$ cat src/rtl/regfile_wb_arbiter.sv
// Writeback arbiter for the register file's single write port: first fills every
// register with INIT_VAL, then alternates priority between ALU (A) and load (B) writers.
module regfile_wb_arbiter #(
    parameter int                DATA_W   = 16,
    parameter int                ADDR_W   = 2,
    parameter int                NREGS    = 4,
    parameter logic [DATA_W-1:0] INIT_VAL = 16'h0000
) (
    input  logic              clk,
    input  logic              reset,
    input  logic              a_valid,
    input  logic [ADDR_W-1:0] a_addr,
    input  logic [DATA_W-1:0] a_data,
    output logic              a_ready,
    input  logic              b_valid,
    input  logic [ADDR_W-1:0] b_addr,
    input  logic [DATA_W-1:0] b_data,
    output logic              b_ready,
    output logic              wr_en,
    output logic [ADDR_W-1:0] wr_addr,
    output logic [DATA_W-1:0] wr_data,
    output logic              init_done,
    output logic              last_grant
);

    localparam logic [0:0]        ST_INIT  = 1'b0;
    localparam logic [0:0]        ST_RUN   = 1'b1;
    localparam logic [ADDR_W-1:0] LAST_IDX = ADDR_W'(NREGS - 1);

    logic [0:0]        state_q, state_d;
    logic [ADDR_W-1:0] idx_q, idx_d;
    logic              wr_en_q, wr_en_d;
    logic [ADDR_W-1:0] wr_addr_q, wr_addr_d;
    logic [DATA_W-1:0] wr_data_q, wr_data_d;
    logic              init_done_q, init_done_d;
    logic              last_grant_q, last_grant_d;
    logic              a_ready_s, b_ready_s;

    // Grant decision: depends only on valids, last_grant and state, never on addr/data.
    always_comb begin
        a_ready_s = 1'b0;
        b_ready_s = 1'b0;
        if (state_q == ST_RUN) begin
            a_ready_s = a_valid & (~b_valid | last_grant_q);
            b_ready_s = b_valid & (~a_valid | ~last_grant_q);
        end else begin
            a_ready_s = 1'b0;
            b_ready_s = 1'b0;
        end
    end

    // Next-state and next-output computation for INIT fill and RUN arbitration.
    always_comb begin
        state_d      = state_q;
        idx_d        = idx_q;
        wr_en_d      = 1'b0;
        wr_addr_d    = wr_addr_q;
        wr_data_d    = wr_data_q;
        init_done_d  = init_done_q;
        last_grant_d = last_grant_q;
        case (state_q)
            ST_INIT: begin
                wr_en_d   = 1'b1;
                wr_addr_d = idx_q;
                wr_data_d = INIT_VAL;
                idx_d     = idx_q + ADDR_W'(1);
                if (idx_q == LAST_IDX) begin
                    state_d     = ST_RUN;
                    init_done_d = 1'b1;
                end else begin
                    state_d     = ST_INIT;
                end
            end
            ST_RUN: begin
                if (a_ready_s) begin
                    wr_en_d      = 1'b1;
                    wr_addr_d    = a_addr;
                    wr_data_d    = a_data;
                    last_grant_d = 1'b0;
                end else if (b_ready_s) begin
                    wr_en_d      = 1'b1;
                    wr_addr_d    = b_addr;
                    wr_data_d    = b_data;
                    last_grant_d = 1'b1;
                end else begin
                    wr_en_d      = 1'b0;
                end
            end
            default: begin
                state_d     = ST_INIT;
                idx_d       = '0;
                init_done_d = 1'b0;
            end
        endcase
    end

    // State and registered outputs; last_grant resets to B so A has first priority.
    always_ff @(posedge clk or posedge reset) begin
        if (reset) begin
            state_q      <= ST_INIT;
            idx_q        <= '0;
            wr_en_q      <= 1'b0;
            wr_addr_q    <= '0;
            wr_data_q    <= '0;
            init_done_q  <= 1'b0;
            last_grant_q <= 1'b1;
        end else begin
            state_q      <= state_d;
            idx_q        <= idx_d;
            wr_en_q      <= wr_en_d;
            wr_addr_q    <= wr_addr_d;
            wr_data_q    <= wr_data_d;
            init_done_q  <= init_done_d;
            last_grant_q <= last_grant_d;
        end
    end

    assign a_ready    = a_ready_s;
    assign b_ready    = b_ready_s;
    assign wr_en      = wr_en_q;
    assign wr_addr    = wr_addr_q;
    assign wr_data    = wr_data_q;
    assign init_done  = init_done_q;
    assign last_grant = last_grant_q;

endmodule

$ cat config.mk
export PLATFORM = sky130hd
export DESIGN_NAME = regfile_wb_arbiter
export DESIGN_NICKNAME = d
export VERILOG_FILES = /design/src/rtl/regfile_wb_arbiter.sv
export SDC_FILE = /design/constraint.sdc
export NUM_CORES = 1
export LEC_CHECK = 0
export CORE_ASPECT_RATIO = 0.9
export CORE_MARGIN = 2
export CORE_UTILIZATION = 44
export DETAILED_ROUTE_END_ITERATION = 7
export MAX_ROUTING_LAYER = met4
export PLACE_DENSITY = 0.85
export REMOVE_ABC_BUFFERS = 1
export SLEW_MARGIN = 20
export SYNTH_ARGS = -nofsm -noshare
export SYNTH_HDL_FRONTEND = slang
export SYNTH_SLANG_ARGS = --single-unit
$ cat constraint.sdc
create_clock -name clk -period 3.7 [get_ports clk]
set_input_delay 0.925 -clock clk [delete_from_list [all_inputs] [get_ports clk]]
set_output_delay 0.925 -clock clk [all_outputs]
set_load 0.05 [all_outputs]
* Yosys cells after proc, flatten, opt, wreduce, memory -nomap -nowiden
Cells that the tools add are included.
Storage, ports and cells: flip-flop bits (word level) 24, input port bits 40, word-level logic and storage cells 36
Cells by class: add/sub/neg operators 1, equality and inequality tests 2, multiplexer cells 15, bitwise gates (word level) 8, reduce and logical (&&, ||, !) cells 3
Operators with widths (number):
- 16-bit two-way mux | 2
- 16-bit case mux with 2 select lines | 1
- 1-bit two-way mux | 8
- 2-bit two-way mux | 2
- 1-bit inverter | 4
- 2-bit case mux with 2 select lines | 1
- 2-bit AND reduction | 2
- 3-bit != test, second input constant | 1
- 2-bit by 1-bit adder with 2-bit output, second input constant | 1
- 1-bit AND | 2
- 2-bit == test, second input constant | 1
- 1-bit bitwise OR | 2
- 1-bit case mux with 2 select lines | 1
- 2-bit nonzero test | 1

* Logic depth before layout (Yosys ltp)
Gate-level depths: netlist of the first run.
depth after elaboration 7, gate-level depth with buffers 7, mapped depth without buffers 3

* Worst setup path after synthesis of the first run
Ideal clock, no wire load.
path kind input to output, from input port a_valid, to output port b_ready, arrival time 2.253 ns, required time 2.775 ns, setup slack 0.522 ns, cell stages on the path 2, buffers on the path 1, path through buf_6 -> a211oi_1
On the way: cells in the longest elaborated chain, start to end 4
Ends and longest elaborated chain:
- from (decl) | line 11 | input logic a_valid,
- 1-bit inverter | line 45 | b_ready_s = b_valid & (~a_valid | ~last_grant_q);
- 1-bit bitwise OR | line 45
- 1-bit AND | line 45
- 1-bit two-way mux | line 43 | if (state_q == ST_RUN) begin
- to (decl) | line 18 | output logic b_ready,
No other way between the ends.

* Worst setup path after layout of the first run
from input port a_valid, to output port a_ready
On the way: cells in the longest elaborated chain, start to end 2
Ends and longest elaborated chain:
- 1-bit AND | line 44 | a_ready_s = a_valid & (~b_valid | last_grant_q);
- 1-bit two-way mux | line 43
- to (decl) | line 14 | output logic a_ready,
No other way between the ends.

==> results of run 1 <==
-- how the worst max path moves through the flow --
stage	start	to	slack (ns)	depth (start not counted)
finish	a_valid	a_ready	0.53	4
global route	a_valid	a_ready	0.45	4
CTS	a_valid	a_ready	0.52	4
detailed placement	a_valid	a_ready	0.52	4
global placement	a_valid	a_ready	0.57	4
floorplan	b_valid	b_ready	0.62	2
-- power by group through the flow --
stage | Clock, mW | Combinational [mW] | Sequential, mW
4_1_cts | 0.123 | 0.315 | 0.307
2_1_floorplan | 0 | 0.0883 | 0.406
5_1_grt | 0.132 | 0.329 | 0.310
6_report | 0.121 | 0.313 | 0.307
3_5_place_dp | 0 | 0.314 | 0.312
3_3_place_gp | 0 | 0.309 | 0.310
-- worst max-delay path, stage by stage --
cell             delay [ns]
clkdlybuf4s50_1        0.64
and2_4                 0.34
and2_4                 0.20
buf_12                 0.13
-- area by class of cell --
class | count | area, um^2
clock buffers | 4 | 26.3
fillers | 232 | 976
inverters | 4 | 15.0
multi-input cells | 87 | 653
flip-flops and latches | 24 | 602
well taps | 42 | 52.6
repair buffers | 66 | 671
-- layout by cell type, fill, tap and decap left out --
master | netlist | final
mux2_2 | 1 | 1
nor2b_1 | 1 | 1
a21oi_1 | 2 | 2
and2_4 | 2 | 2
clkbuf_1 | 5 | 1
nor3_1 | 1 | 1
ha_1 | 1 | 1
buf_4 | 1 | 4
o211ai_1 | 2 | 2
buf_12 | 1 | 2
dfstp_2 | 1 | 1
o41ai_1 | 1 | 1
o311ai_4 | 8 | 8
o311ai_1 | 6 | 6
clkbuf_4 | 0 | 3
nand2_1 | 33 | 33
clkdlybuf4s50_1 | 0 | 60
dfrtp_1 | 23 | 23
nor3b_2 | 1 | 1
a211oi_1 | 2 | 2
and3b_1 | 1 | 1
a21o_1 | 1 | 1
o311ai_0 | 2 | 2
nand3_1 | 17 | 17
xnor2_1 | 1 | 1
nor2_2 | 0 | 1
nand2b_1 | 1 | 1
a31oi_1 | 1 | 1
or2_2 | 1 | 1
inv_1 | 4 | 4
-- state kept, by name, summed over array words and instances, names as in the netlist --
name,count
wr_data,16
idx_q,2
wr_addr,2
init_done,1
last_grant,1
state_q,1
wr_en,1
-- layer usage --
layer  vias up  track usage
met5         -            -
li1        570            -
met1       605        0.275
met3         9       0.0561
met2        60        0.386
met4         0       0.0730
-- cells in the mapped netlist (all sizes together) (2+ instances only) --
cell,count
nand2,33
and2,2
clkbuf,5
a211oi,2
o311ai,16
inv,4
o211ai,2
dfrtp,23
buf,7
a21oi,2
nand3,17
-- cells by family after synthesis --
family,count (synthesis),synth area share
AND/OR/NAND/NOR,59,0.203
AO/OA/AOI/OAI,25,0.253
flip-flops,24,0.443
buffers and inverters,16,0.0774
XOR/XNOR,1,0.00645
multiplexers,1,0.00829
adder cells (fa/ha/maj),1,0.00922
==> impl_metrics.yaml, run 1 <==
routing:
  met3_length_um: 228
  dr.pass1.iters: 4
  final_antenna_net_count: 0
  drt-initial-drc-count: 53
  vias_per_cell: 5.48
  avgRoutedWirePerCell_um: 16.1
  vias: 1244
  routed.top_layer: "met4"
  wl_um: 3660
  wl_met2_um: 1790
  met1_length_um: 1560
  route.detailed.drc: 0
sta:
  finClkSkew_ns: 0.0106
  rsz0062_at_grt: "false"
  post-route-min-period_ns: 3.17
  setup_viol: 0
  fmax_mhz: 315
  worst_pin_slew_ns: 0.907
  finalCritPeriodShare: 0.858
  max_slew_margin: 0.395
  setup_tns_ns: 0
  hold_ws_ns: 0.482
  drv_slew: 0
  hold_viol_final: 0
  setup_ws_ns: 0.527
cts:
  cts_setup_buffers: 0
  cts.sinks: 24
  cts_tree: "yes"
  clk_pin_slew_worst_paths_ns: 0.13
  cts-root-buf: "clkbuf_4"
  clock_latency_ns: 0.32
  cts_resized: 0
  htree_levels: 1
  cts_buffer_depth: 2
  cts_buffers: 3
  holdBufCountCts: 0
synth:
  yosys_warnings: 0
  ys_top_cells_by_area: "dfrtp_1 (42%), o311ai_4 (15%), nand2_1 (9.1%)"
  synth_ff_type: "dfrtp_1"
  syn_area_per_cell_um2: 10.7
  ys_types: 30
  yosysTopAreaCell: "dfrtp_1"
  synthesis.area_um2: 1360
  synthArstFlopShare: 1.00
  seq_area_frac_synth: 0.443
  synth_cells: 127
  synth-edff-count: 0
  yosysTopAreaCellShare: 0.424
  ys_seq_elements: 24
global_routing:
  grt_max_degree: 27
  grt_pass1_wl_um: 6360
  grt_usage: 0.230
  grt_pass1_vias: 1343
  antenna_found_initial: 0
  overflow: 0
min_path:
  hp-start: "init_done"
  hold_depth: 1
  hold_class: "register to register"
  hold_path_end: "init_done"
place:
  gp_congestion: 0.759
  pre_cts_slack_ns: 0.524
  dpl-instance-area_um2: 1990
  hpwlAfterDp_um: 2710
  port_buffers: 62
  dp.cells: 223
pwr:
  leakage_nw: 0.829
  power_frac_clock: 0.163
  finalPower_mw: 0.741
  ir_drop_mv: 0.150
  p_int_mw: 0.462
  cellPowerDensity_nw_per_um2: 367
  switching_power_mw: 0.279
  power_frac_comb: 0.423
  seqPwrFrac: 0.414
  swShare: 0.376
finish:
  final_cells: 227
  finalNetCount: 227
  layout-drive-gt1-share: 0.130
  syn2layout_area_growth_pct: 48.8
  n_antenna_cell: 0
  fin_util: 0.674
  stdcell_area_um2: 2020
flow_run:
  maxCapViolations: 0
critical_path:
  reg2regPathDepth: 4
  cp-start-kind: "input pin"
  end_kind: "output pin"
  arrival_ns: 2.25
  r2r-end: "wr_data[9]"
  crit_type: "input pin to output pin"
  crit_fanout: 19
  crit_required_ns: 2.77
  reg2reg_slack_ns: 1.47
  rr_startpoint: "state_q"
floorplan:
  dieArea_um2: 3550
  start_util: 0.453
  core_area_um2: 3000
  die_h_um: 56.7
  ios: 63
  die_x_um: 62.6
  std_cell_rows: 19
run_status:
  status: "completed"
Note: power is estimated with default switching activity, not from simulation.
==> run 2: changes to the inputs <==
--- a/config.mk
+++ b/config.mk
@@ -5,6 +5,7 @@
 export SDC_FILE = /design/constraint.sdc
 export NUM_CORES = 1
 export LEC_CHECK = 0
+export ABC_AREA = 0
 export CORE_ASPECT_RATIO = 0.9
 export CORE_MARGIN = 2
 export CORE_UTILIZATION = 44
==> results of run 2 <==
Same layout as run 1: the final DEF is identical, and so are final timing and power.
